## src/rtl/sram_pattern_tester.sv

```systemverilog
// Write/read-back pattern sequencer for the 2Kx16 SRAM; reports pass/fail, error count and first failing address.
// Define SRAM_TESTER_INVERT_PASS_EN to add a second pass that writes and checks the inverted pattern.
module sram_pattern_tester #(
    parameter int unsigned ADDR_W    = 11,
    parameter int unsigned DATA_W    = 16,
    parameter int unsigned LAST_ADDR = 2047,
    parameter int unsigned READ_LAT  = 1
) (
    input  logic                clk,
    input  logic                rst,
    input  logic                start,
    output logic                busy,
    output logic                done,
    output logic                pass,
    output logic [ADDR_W+1:0]   err_count,
    output logic [ADDR_W-1:0]   first_err_adx,
    output logic [ADDR_W-1:0]   mem_adx,
    output logic                mem_wren,
    output logic [DATA_W-1:0]   mem_wdata,
    input  logic [DATA_W-1:0]   mem_rdata
);

    localparam int unsigned ERR_W = ADDR_W + 2;
    localparam logic [ADDR_W-1:0] LAST = ADDR_W'(LAST_ADDR);
    localparam logic [1:0] DRAIN_LAST = 2'(READ_LAT - 1);
`ifdef SRAM_TESTER_INVERT_PASS_EN
    localparam logic TWO_PASS = 1'b1;
`else
    localparam logic TWO_PASS = 1'b0;
`endif

    typedef enum logic [2:0] {S_IDLE, S_WRITE, S_READ, S_DRAIN, S_DONE} state_t;

    state_t              state_q;
    logic [ADDR_W-1:0]   adx_q;
    logic                wren_q;
    logic [DATA_W-1:0]   wdata_q;
    logic                busy_q;
    logic                done_q;
    logic                pass_q;
    logic [ERR_W-1:0]    err_q;
    logic [ERR_W-1:0]    err_d;
    logic [ADDR_W-1:0]   first_q;
    logic                inv_q;
    logic [1:0]          drain_q;
    logic                mismatch_c;

    // Expected word, address and valid flag travel alongside the read request
    logic [READ_LAT-1:0] vld_q;
    logic [DATA_W-1:0]   exp_q  [READ_LAT];
    logic [ADDR_W-1:0]   eadx_q [READ_LAT];

    function automatic logic [DATA_W-1:0] pattern(input logic [ADDR_W-1:0] a, input logic inv);
        logic [7:0]        lo;
        logic [DATA_W-1:0] p;
        lo = 8'(a);
        p  = DATA_W'({lo, ~lo});
        return inv ? ~p : p;
    endfunction

    always_comb begin
        err_d      = err_q;
        mismatch_c = vld_q[READ_LAT-1] && (mem_rdata != exp_q[READ_LAT-1]);
        if (mismatch_c && (err_q != {ERR_W{1'b1}})) begin
            err_d = err_q + ERR_W'(1);
        end
    end

    always_ff @(posedge clk) begin
        if (rst) begin
            state_q <= S_IDLE;
            adx_q   <= '0;
            wren_q  <= 1'b1;
            wdata_q <= '0;
            busy_q  <= 1'b0;
            done_q  <= 1'b0;
            pass_q  <= 1'b0;
            err_q   <= '0;
            first_q <= '0;
            inv_q   <= 1'b0;
            drain_q <= '0;
            vld_q   <= '0;
            for (int i = 0; i < int'(READ_LAT); i++) begin
                exp_q[i]  <= '0;
                eadx_q[i] <= '0;
            end
        end else begin
            for (int i = int'(READ_LAT) - 1; i > 0; i--) begin
                vld_q[i]  <= vld_q[i-1];
                exp_q[i]  <= exp_q[i-1];
                eadx_q[i] <= eadx_q[i-1];
            end
            vld_q[0]  <= (state_q == S_READ);
            exp_q[0]  <= pattern(adx_q, inv_q);
            eadx_q[0] <= adx_q;

            err_q <= err_d;
            if (mismatch_c && (err_q == '0)) begin
                first_q <= eadx_q[READ_LAT-1];
            end

            case (state_q)
                S_IDLE, S_DONE: begin
                    if (start) begin
                        state_q <= S_WRITE;
                        adx_q   <= '0;
                        wren_q  <= 1'b0;
                        wdata_q <= pattern('0, 1'b0);
                        busy_q  <= 1'b1;
                        done_q  <= 1'b0;
                        pass_q  <= 1'b0;
                        err_q   <= '0;
                        first_q <= '0;
                        inv_q   <= 1'b0;
                    end
                end
                S_WRITE: begin
                    if (adx_q == LAST) begin
                        state_q <= S_READ;
                        adx_q   <= '0;
                        wren_q  <= 1'b1;
                        wdata_q <= '0;
                    end else begin
                        adx_q   <= adx_q + ADDR_W'(1);
                        wdata_q <= pattern(adx_q + ADDR_W'(1), inv_q);
                    end
                end
                S_READ: begin
                    if (adx_q == LAST) begin
                        state_q <= S_DRAIN;
                        adx_q   <= '0;
                        drain_q <= '0;
                    end else begin
                        adx_q <= adx_q + ADDR_W'(1);
                    end
                end
                S_DRAIN: begin
                    // Last compare lands on this edge, so pass uses the updated count
                    if (drain_q == DRAIN_LAST) begin
                        if (TWO_PASS && !inv_q) begin
                            state_q <= S_WRITE;
                            inv_q   <= 1'b1;
                            adx_q   <= '0;
                            wren_q  <= 1'b0;
                            wdata_q <= pattern('0, 1'b1);
                        end else begin
                            state_q <= S_DONE;
                            busy_q  <= 1'b0;
                            done_q  <= 1'b1;
                            pass_q  <= (err_d == '0);
                        end
                    end else begin
                        drain_q <= drain_q + 2'd1;
                    end
                end
                default: state_q <= S_IDLE;
            endcase
        end
    end

    assign busy          = busy_q;
    assign done          = done_q;
    assign pass          = pass_q;
    assign err_count     = err_q;
    assign first_err_adx = first_q;
    assign mem_adx       = adx_q;
    assign mem_wren      = wren_q;
    assign mem_wdata     = wdata_q;

endmodule

```

## config.mk

```make
export PLATFORM = sky130hd
export DESIGN_NAME = sram_pattern_tester
export DESIGN_NICKNAME = d
export VERILOG_FILES = /design/src/rtl/sram_pattern_tester.sv
export SDC_FILE = /design/constraint.sdc
export NUM_CORES = 1
export LEC_CHECK = 0
export CAP_MARGIN = 0
export CORE_MARGIN = 3
export CORE_UTILIZATION = 54
export CTS_CLUSTER_DIAMETER = 40
export DETAILED_ROUTE_END_ITERATION = 10
export PLACE_DENSITY = 0.91
export SYNTH_ARGS = -nofsm -noshare
export SYNTH_HDL_FRONTEND = slang
export SYNTH_SLANG_ARGS = --single-unit
```

## constraint.sdc

```tcl
create_clock -name clk -period 3.9 [get_ports clk]
set_input_delay 1.17 -clock clk [delete_from_list [all_inputs] [get_ports clk]]
set_output_delay 1.17 -clock clk [all_outputs]
set_load 0.01 [all_outputs]
```

==> results.tsv, run 1 <==
stage	metric	value	unit
detailed_routing	drt pass-1 iters	5	
critical_path	CP max-delay cell	nor2_1	
sta	worst slew pin tran	1150	ps
detailed_routing	via density per instance	5.54	
min_path	Worst Hold End	mem_wren$_SDFFE_PP1P_	
synthesis	Synth cell types	43	
floorplanning	Die H	85.9	µm
critical_path	CP required	4130	ps
sta	final hold viol count	0	
placement	GPL Wtd Cong	0.860	
global_route	vias in the first global route	2875	
detailed_routing	drc violations	0	
clock_network	Worst-path clk slew	90	ps
pwr	leakage	1.61	nW
critical_path	RR Endpoint	mem_adx[5]$_SDFFE_PP0P_	
sta	setup_tns	0	ps
clock_network	hold-fix buffers at CTS	0	
critical_path	WS Path Type	in -> reg	
synthesis	Seq/Total Area, Yosys	46.4	%
min_path	hold depth	1	
layout	P&R area growth vs syn	28.8	%
sta	Slew Viols, Final	0	
min_path	worst hold start	mem_wren$_SDFFE_PP1P_	
min_path	Hold Path Class	reg -> reg	
sta	RSZ-0062 raised after global routing	false	
clock_network	Post-CTS Setup Inserts	0	
critical_path	Most common cell on crit path	nor2_1	
layout	Antenna Cells	0	
synthesis	#FFs+latches synth	80	
placement	Port-buffer cells	73	
clock_network	CTS tree	yes	
sta	skew final	12.4	ps
clock_network	Worst-Skew Late Latency	350	ps
pwr	sw frac	22.9	%
clock_network	clk sink count	80	
synthesis	Syn Area/Cell	8.69	µm²
critical_path	CP max stage delay	890	ps
global_route	pin count of the biggest net entering global routing	28	
critical_path	CP top delay family	simple AND/OR/NAND/NOR gates	
critical_path	cells along the critical path	clkdlybuf4s50_1, xnor2_1, nand4_1, nor4_4, nand2b_1, nor2_1, mux2i_1, nor2_1	
floorplanning	row count	28	
pwr	Seq pwr share	51.4	%
pwr	Max rail drop VDD	0.000291	V
critical_path	crit-path max FO	11	
pwr	Internal Power	1.28	mW
global_route	first-pass GRT wire length	13500	µm
layout	filler instances	419	
floorplanning	Starting Density	56.9	%
pwr	combinational share of power	7.5	%
layout	Multi-input gate area	1730	µm²
detailed_routing	vias	3025	
floorplanning	IO Count	74	
sta	endpoints failing setup	0	
layout	layout cell share with drive strength beyond 1	5.31	%
sta	max_slew headroom	23.3	%
floorplanning	core footprint	6060	µm²
detailed_routing	average wire per standard cell	14.8	µm
synthesis	share of the synthesized area in the top cell type	46.4	%
pwr	Clk network pwr share	41.1	%
placement	Final HPWL DP	5650	µm
synthesis	Ys Warns	0	
pwr	switching pwr	0.379	mW
floorplanning	die area	7380	µm²
synthesis	Synth Net Count	420	
synthesis	Gate Count Post-Synth	397	
critical_path	reg-to-reg critical path startpoint	mem_adx[0]$_SDFFE_PP0P_	
sta	min cycle time layout	3240	ps
sta	fmax	308	MHz
critical_path	crit path launch type	input port	
clock_network	clk buf depth	2	
synthesis	main flop type after synthesis	dfxtp_1	
clock_network	CTS Buf Count	9	
critical_path	CP endpoint kind	flop	
global_route	antenna violations before repair	0	
critical_path	R2R cell count	8	
layout	register area	1600	µm²
pwr	PwrDens	372	nW/µm²
critical_path	worst path arrival time	3480	ps
clock_network	H-tree levels	3	
clock_network	CTS root buffer	clkbuf_8	
synthesis	number of synthesized flops with an enable pin	0	
synthesis	post-synth top area cell	dfxtp_1	
floorplanning	die width	85.9	µm
job	total of max-cap violations	0	
synthesis	Async S/R FF share, synth	0	%
global_route	Total GRT Usage	22.6	%
critical_path	r2r setup slk	1180	ps
outcome	status	finished, final reports clean	
global_route	GRT overflow	0	
detailed_routing	drt total wl	8100	µm
sta	period utilization	83.2	%
clock_network	post-cts sizing count	0	
detailed_routing	antenna viol nets, final	0	
detailed_routing	DRT iter0 DRCs	251	
critical_path	crit path buf inv count	1	
synthesis	mapped cell area	3450	µm²
synthesis	top cells by area, synth	dfxtp_1 (46%), nor2_1 (8.3%), xnor2_1 (7.9%), mux2i_1 (3.8%), a21oi_1 (2.6%)	
pwr	total power	1.66	mW
layout	layout net count	489	
==> final cells by class <==
cell class / count / area share [%]
clock inverters: 5 / 1.80
repair buffers: 77 / 17.1
inverters: 11 / 0.929
well taps: 75 / 2.11
multi-input cells: 287 / 38.8
flip-flops and latches: 80 / 36.0
clock buffers: 11 / 3.18
==> metrics by stage <==
step	area, µm²	utilization (%)	hold WS [ps]	cells	setup WS (ps)
after floorplan	3450	-	440	397	1070
after CTS	4440	73.3	464	546	664
after global routing	4440	73.3	499	546	561
after detailed placement	4220	69.7	442	530	346
final	4440	73.3	460	546	657
after global placement	4220	69.7	441	530	465
==> Yosys cell counts, drive strengths merged (2+ instances only) <==
| master | n |
|---|---|
| nand4 | 9 |
| nor2 | 77 |
| nand3 | 6 |
| inv | 11 |
| o31ai | 3 |
| o22ai | 4 |
| a21oi | 18 |
| and4 | 7 |
| nor2b | 14 |
| a21o | 3 |
| a211oi | 2 |
| xnor2 | 31 |
| or2 | 2 |
| nor3 | 14 |
| ha | 4 |
| nor4 | 2 |
| or3 | 2 |
| nand2 | 24 |
| nand2b | 6 |
| a22oi | 2 |
| o21ai | 19 |
| clkbuf | 8 |
| xor2 | 8 |
| dfxtp | 80 |
| buf | 11 |
| and3 | 6 |
| mux2i | 13 |
==> cell families after synthesis <==
kind of cell             share of synthesized area (%)
AO/OA/AOI/OAI                                     9.54
XOR/XNOR                                          9.90
adder cells (fa/ha/maj)                           1.45
buffers and inverters                             3.55
flip-flops                                        46.4
multiplexers                                      4.10
AND/OR/NAND/NOR                                   25.0
==> placed cells by master, fill, tap and decap left out, types with 2 or more instances in the layout <==
| master | count |
|---|---|
| dfxtp_1 | 80 |
| nor2_1 | 76 |
| clkdlybuf4s50_1 | 73 |
| xnor2_1 | 31 |
| nand2_1 | 24 |
| a21oi_1 | 18 |
| o21ai_0 | 18 |
| nor2b_1 | 14 |
| nor3_1 | 14 |
| mux2i_1 | 13 |
| inv_1 | 11 |
| clkbuf_8 | 10 |
| nand4_1 | 9 |
| xor2_1 | 8 |
| and4_1 | 7 |
| nand2b_1 | 6 |
| and3_1 | 6 |
| nand3_1 | 5 |
| o22ai_1 | 4 |
| ha_1 | 4 |
| buf_4 | 4 |
| a21o_1 | 3 |
| o31ai_1 | 3 |
| or2_2 | 2 |
| a211oi_1 | 2 |
| or3_1 | 2 |
| a22oi_1 | 2 |
| bufinv_16 | 2 |
| clkinvlp_4 | 2 |
==> worst register-to-register path, delay by kind of cell, from the launching register on <==
family / cells / cell delay [ps]
AOI/OAI and AO/OA: 2 / 300
and+or+nand+nor: 5 / 1440
DFF: 1 / 540
adders and majority gates: 1 / 310
==> sequential cells by signal, indices dropped and copies added, names as in the netlist, 2 cells and up <==
register       cells
drain_q            2
eadx_q             4
err_count         13
exp_q             15
first_err_adx     11
mem_adx           11
mem_wdata         16
state_q            3
==> power groups by stage <==
stage / sequential (mW) / combinational (mW) / clock, mW
2_1_floorplan: 0.870 / 0.0611 / 0
3_3_place_gp: 0.869 / 0.120 / 0
3_5_place_dp: 0.869 / 0.124 / 0
4_1_cts: 0.850 / 0.125 / 0.686
5_1_grt: 0.853 / 0.137 / 0.717
6_report: 0.851 / 0.125 / 0.680
==> per-layer routing <==
layer / global-route usage (%) / wire length [µm] / vias to the layer above
li1: - / - / 1476
met1: 29.6 / 3540 / 1383
met2: 35.2 / 3770 / 143
met3: 5.48 / 617 / 23
met4: 10.1 / 171 / 0
met5: 0 / 0 / -
==> how the worst max path moves through the flow <==
stage / cells after the start / to / slack (ps) / startpoint
floorplan: 7 / pass$_SDFFE_PP0P_ / 1070 / mem_rdata[10]
global placement: 8 / first_err_adx[2]$_SDFF_PP0_ / 460 / mem_rdata[7]
detailed placement: 8 / first_err_adx[2]$_SDFF_PP0_ / 350 / mem_rdata[13]
CTS: 8 / first_err_adx[5]$_SDFF_PP0_ / 660 / mem_rdata[13]
global route: 8 / first_err_adx[5]$_SDFF_PP0_ / 560 / mem_rdata[12]
finish: 8 / first_err_adx[5]$_SDFF_PP0_ / 660 / mem_rdata[13]
No activity file was read; power rests on OpenSTA's default activity.
==> inputs of run 2 (changes only) <==
CORE_UTILIZATION = 50   (was 54)
PLACE_DENSITY = 0.86   (was 0.91)
clock period = 3.3 ns   (was 3.9 ns; I/O delays follow)
==> results.tsv, run 2 (synthesis results as in run 1) <==
stage	metric	value	unit	change
outcome	status	finished, final reports clean		
sta	max_slew headroom	22.5	%	-0.80 points
pwr	Max rail drop VDD	0.000238	V	-18%
detailed_routing	vias	2984		-1.4%
sta	skew final	10.4	ps	-2.01 ps
critical_path	RR Endpoint	mem_adx[9]$_SDFFE_PP0P_		
global_route	GRT busiest layer	met2		
floorplanning	Starting Density	52.8	%	-4.1 points
pwr	PwrDens	459	nW/µm²	+23%
min_path	Hold Path Class	reg -> reg		
detailed_routing	drt pass-1 iters	4		-1
detailed_routing	via density per instance	5.42		-2.3%
job	total of max-cap violations	0		unchanged
global_route	GRT overflow	0		unchanged
critical_path	CP endpoint kind	flop		
placement	Port-buffer cells	73		unchanged
detailed_routing	drc violations	0		unchanged
layout	final instance area	4510	µm²	+1.4%
global_route	first-pass GRT wire length	13200	µm	-2.0%
critical_path	worst path arrival time	3220	ps	-260 ps
placement	Post-DP Area	4250	µm²	+0.59%
layout	P&R area growth vs syn	30.7	%	
floorplanning	Die H	89.1	µm	+3.6%
clock_network	clk buf depth	2		unchanged
detailed_routing	DRT iter0 DRCs	208		-17%
sta	final hold viol count	0		unchanged
critical_path	cells along the critical path	clkdlybuf4s50_1, xnor2_1, nand4_1, nor4_4, nand2b_1, nor2_1, mux2i_1, nor2_1		
pwr	total power	2.07	mW	+25%
clock_network	Worst-path clk slew	80	ps	about the same
detailed_routing	antenna viol nets, final	0		unchanged
sta	Slew Viols, Final	0		unchanged
placement	Placed Cells	535		+0.94%
clock_network	CTS root buffer	clkbuf_8		
critical_path	CP required	3510	ps	-620 ps
min_path	worst hold start	mem_wdata[10]$_SDFFE_PP0P_		
clock_network	post-cts sizing count	0		unchanged
critical_path	WS Path Type	in -> reg		
critical_path	r2r setup slk	700	ps	-480 ps
critical_path	Critical Path Sink	first_err_adx[6]$_SDFF_PP0_		
critical_path	CP max stage delay	890	ps	about the same
critical_path	crit-path max FO	11		unchanged
layout	max reg flops	16		unchanged
placement	Final HPWL DP	5730	µm	+1.4%
global_route	met1 Usage GRT	28.2	%	-1.5 points
critical_path	R2R cell count	8		unchanged
clock_network	Worst-Skew Late Latency	340	ps	about the same
sta	Final Worst Setup Slack	291	ps	-365 ps
critical_path	CP max-delay cell	nor2_1		
clock_network	CTS Buf Count	9		unchanged
floorplanning	die width	89.1	µm	+3.6%
sta	min cycle time layout	3010	ps	
sta	Hold WS	465	ps	+4.49 ps
critical_path	crit path launch type	input port		
sta	endpoints failing setup	0		unchanged
floorplanning	core footprint	6530	µm²	+7.8%
layout	layout cell share with drive strength beyond 1	5.70	%	+0.39 points
floorplanning	die area	7930	µm²	+7.4%
layout	Util after Layout	69.0	%	-4.3 points
clock_network	hold-fix buffers at CTS	0		unchanged
sta	period utilization	91.2	%	
floorplanning	IO Count	74		unchanged
clock_network	Post-CTS Setup Inserts	0		unchanged
layout	register area	1600	µm²	unchanged
critical_path	Worst Setup SP	mem_rdata[3]		
detailed_routing	average wire per standard cell	14.4	µm	-2.6%
global_route	met3 Usage GRT	4.98	%	-0.50 points
critical_path	Most common cell on crit path	nor2_1		
sta	setup_tns	0	ps	unchanged
layout	Antenna Cells	0		unchanged
global_route	antenna violations before repair	0		unchanged
global_route	Total GRT Usage	21.4	%	-1.2 points
layout	Non-Filler Instances	551		+0.92%
sta	RSZ-0062 raised after global routing	false		
critical_path	reg-to-reg critical path startpoint	mem_adx[1]$_SDFFE_PP0P_		
placement	DP Worst Slack	5.51	ps	-341 ps
pwr	leakage	1.65	nW	+2.3%
global_route	pin count of the biggest net entering global routing	39		+39%
placement	GPL Wtd Cong	0.864		+0.43%
layout	commonest cells after routing, fill and taps aside	dfxtp_1 (80), nor2_1 (76), clkdlybuf4s50_1 (73)		
clock_network	clk sink count	80		unchanged
clock_network	CTS tree	yes		
layout	filler instances	492		+17%
layout	layout net count	492		+0.61%
layout	Multi-input gate area	1730	µm²	unchanged
global_route	vias in the first global route	2829		-1.6%
layout	commonest non-fill, non-tap cell in the layout	dfxtp_1		
clock_network	H-tree levels	3		unchanged
sta	worst slew pin tran	1160	ps	+11.9 ps
global_route	met2 usage	34.8	%	-0.43 points
detailed_routing	drt total wl	7960	µm	-1.7%
floorplanning	row count	29		+3.6%
sta	fmax	332	MHz	
## run 2: how the worst min path moves through the flow
stage,endpoint,slack (ps),cells after the start
after floorplan,first_err_adx[10]$_SDFF_PP0_,440,2
after global placement,mem_wren$_SDFFE_PP1P_,440,1
after detailed placement,mem_wren$_SDFFE_PP1P_,450,1
after CTS,mem_wdata[10]$_SDFFE_PP0P_,460,2
after global routing,mem_wdata[10]$_SDFFE_PP0P_,490,2
final,mem_wdata[10]$_SDFFE_PP0P_,460,2
## run 2: layout make-up
cell class | instances | share of cell area (%)
tap | 77 | 2.14
multi-input combinational | 287 | 38.3
sequential | 80 | 35.5
inverter | 11 | 0.916
timing repair buffer | 80 | 17.4
clock inverter | 5 | 2.86
clock buffer | 11 | 2.91
## run 2: critical path: cells and delay by family
| family | cells | cell delay, ps |
|---|---|---|
| and+or+nand+nor | 5 | 1360 |
| buffers and inverters | 1 | 420 |
| muxes | 1 | 300 |
| xor gates and xnor gates | 1 | 150 |
## run 2: layer usage
metal	routed length, µm	up-vias
met5	0	-
met4	151	0
met3	315	11
met2	3860	82
met1	3630	1400
li1	-	1491
## run 2: power breakdown
| part | total, mW | switching (mW) | leakage [nW] | internal [mW] |
|---|---|---|---|---|
| logic | 0.151 | 0.0744 | 0.873 | 0.0767 |
| clock network | 0.914 | 0.332 | 0.128 | 0.581 |
| registers | 1.00 | 0.0159 | 0.651 | 0.987 |
==> inputs of run 3 (changes only) <==
--- a/config.mk
+++ b/config.mk
@@ -12,5 +12,7 @@
 export DETAILED_ROUTE_END_ITERATION = 10
 export PLACE_DENSITY = 0.86
+export SKIP_LAST_GASP = 1
 export SYNTH_ARGS = -nofsm -noshare
 export SYNTH_HDL_FRONTEND = slang
 export SYNTH_SLANG_ARGS = --single-unit
+export TNS_END_PERCENT = 1
==> constraint.sdc (replaced) <==
create_clock -name clk -period 3.3 [get_ports clk]
set_input_delay 0.66 -clock clk [delete_from_list [all_inputs] [get_ports clk]]
set_output_delay 0.66 -clock clk [all_outputs]
set_load 0.01 [all_outputs]
==> results.tsv, run 3 (synthesis results as in run 1) <==
stage	metric	value	unit	change
layout	layout net count	488		-0.81%
floorplanning	Starting Density	52.8	%	unchanged
clock_network	Worst-path clk slew	80	ps	about the same
detailed_routing	drc violations	0		unchanged
detailed_routing	average wire per standard cell	14.5	µm	+0.24%
detailed_routing	drt total wl	7910	µm	-0.67%
layout	Antenna Cells	0		unchanged
floorplanning	IO Count	74		unchanged
critical_path	r2r setup slk	600	ps	-100 ps
global_route	Total GRT Usage	21.2	%	-0.17 points
layout	max reg flops	16		unchanged
critical_path	WS Path Type	reg -> reg		
detailed_routing	vias	2930		-1.8%
layout	layout cell share with drive strength beyond 1	5.12	%	-0.58 points
critical_path	CP required	3520	ps	about the same
sta	RSZ-0062 raised after global routing	false		
clock_network	clk buf depth	2		unchanged
job	total of max-cap violations	0		unchanged
sta	max_slew headroom	21.3	%	-1.2 points
clock_network	CTS tree	yes		
clock_network	H-tree levels	3		unchanged
critical_path	worst path arrival time	2920	ps	-300 ps
sta	min cycle time layout	2700	ps	-308 ps
layout	final instance area	4440	µm²	-1.6%
floorplanning	die area	7930	µm²	unchanged
placement	DP Worst Slack	235	ps	+229 ps
layout	commonest cells after routing, fill and taps aside	dfxtp_1 (80), nor2_1 (76), clkdlybuf4s50_1 (73)		
detailed_routing	antenna viol nets, final	0		unchanged
layout	commonest non-fill, non-tap cell in the layout	dfxtp_1		
critical_path	reg-to-reg critical path startpoint	mem_adx[0]$_SDFFE_PP0P_		
sta	Final Worst Setup Slack	600	ps	+308 ps
global_route	antenna violations before repair	0		unchanged
sta	period utilization	81.8	%	-9.3 points
layout	filler instances	523		+6.3%
clock_network	Worst-Skew Late Latency	340	ps	about the same
clock_network	CTS root buffer	clkbuf_8		
floorplanning	row count	29		unchanged
clock_network	post-cts sizing count	0		unchanged
floorplanning	die width	89.1	µm	unchanged
sta	setup_tns	0	ps	unchanged
clock_network	clk sink count	80		unchanged
global_route	first-pass GRT wire length	13300	µm	+0.52%
clock_network	Post-CTS Setup Inserts	0		unchanged
floorplanning	Die H	89.1	µm	unchanged
critical_path	crit-path max FO	14		+3
placement	Post-DP Area	4220	µm²	-0.71%
critical_path	Worst Setup SP	mem_adx[0]$_SDFFE_PP0P_		
detailed_routing	DRT iter0 DRCs	234		+13%
clock_network	CTS Buf Count	9		unchanged
layout	P&R area growth vs syn	28.6	%	
pwr	Max rail drop VDD	0.000261	V	+9.5%
global_route	pin count of the biggest net entering global routing	40		+2.6%
clock_network	hold-fix buffers at CTS	0		unchanged
critical_path	RR Endpoint	mem_adx[9]$_SDFFE_PP0P_		
sta	skew final	12.1	ps	+1.72 ps
sta	fmax	370	MHz	+11%
sta	Slew Viols, Final	0		unchanged
min_path	Hold Path Class	reg -> reg		
sta	worst slew pin tran	1180	ps	+17.8 ps
floorplanning	core footprint	6530	µm²	unchanged
outcome	status	finished, final reports clean		
sta	endpoints failing setup	0		unchanged
critical_path	CP endpoint kind	flop		
pwr	total power	1.93	mW	-6.5%
global_route	vias in the first global route	2819		-0.35%
pwr	PwrDens	436	nW/µm²	-5.0%
detailed_routing	drt pass-1 iters	4		unchanged
critical_path	crit path launch type	flop		
detailed_routing	via density per instance	5.37		-0.91%
critical_path	Critical Path Sink	mem_adx[9]$_SDFFE_PP0P_		
sta	final hold viol count	0		unchanged
global_route	GRT overflow	0		unchanged
placement	Final HPWL DP	5670	µm	-1.0%
critical_path	R2R cell count	8		unchanged
pwr	leakage	1.61	nW	-2.4%
placement	Port-buffer cells	73		unchanged
placement	GPL Wtd Cong	0.852		-1.4%
## run 3: changes by cell type in the layout (fill, tap and decap cells not counted), sizes merged
cell	previous run	this run
clkinvlp	0	1
bufinv	4	2
buf	7	3
clkinv	1	2
clkbuf	11	10
## run 3: routing by layer
layer | up-vias | share of wire (%) | track usage, %
met2 | 81 | 48 | 34.3
met4 | 0 | 1.5 | 8.66
met3 | 11 | 4.4 | 4.79
li1 | 1483 | - | -
met1 | 1355 | 47 | 27.3
met5 | - | 0 | 0
## run 3: final cells by class
class | count | area, µm² | share of cell area [%]
sequential | 80 | 1600 | 36.1
inverter | 11 | 41.3 | 0.931
tap | 77 | 96.3 | 2.17
timing repair buffer | 76 | 753 | 17.0
clock buffer | 10 | 138 | 3.10
multi-input combinational | 287 | 1730 | 38.9
clock inverter | 5 | 81.3 | 1.83
## run 3: worst min path at each step
stage	end	start	cells after the start	slack (ps)
after floorplan	first_err_adx[10]$_SDFF_PP0_	eadx_q[0][10]$_SDFF_PP0_	2	440
after global placement	mem_wren$_SDFFE_PP1P_	mem_wren$_SDFFE_PP1P_	1	440
after detailed placement	mem_wdata[10]$_SDFFE_PP0P_	mem_wdata[10]$_SDFFE_PP0P_	2	450
after CTS	mem_wdata[10]$_SDFFE_PP0P_	mem_wdata[10]$_SDFFE_PP0P_	2	470
after global routing	mem_wdata[10]$_SDFFE_PP0P_	mem_wdata[10]$_SDFFE_PP0P_	2	500
final	mem_wdata[10]$_SDFFE_PP0P_	mem_wdata[10]$_SDFFE_PP0P_	2	470
## run 3: worst max-delay path: stages (launching register included)
cell and delay (ps):
dfxtp_1 520, ha_1 310, nand3_2 170, nor3_1 320, and4_1 440, or4_1 440, nor2b_1 90, o21ai_0 180
o31ai_1 90
## run 3: power by group
part,total [mW],switching (mW),internal (mW)
clock,0.782,0.340,0.442
sequential,1.01,0.0181,0.987
combinational,0.146,0.0716,0.0743
## run 3: stage by stage
stage               util (%)  hold WS [ps]  cells
finish                  67.9           466    546
global route            67.9           498    546
CTS                     67.9           468    546
detailed placement      64.6           452    531
global placement        64.6           443    531
floorplan                  -           440    397
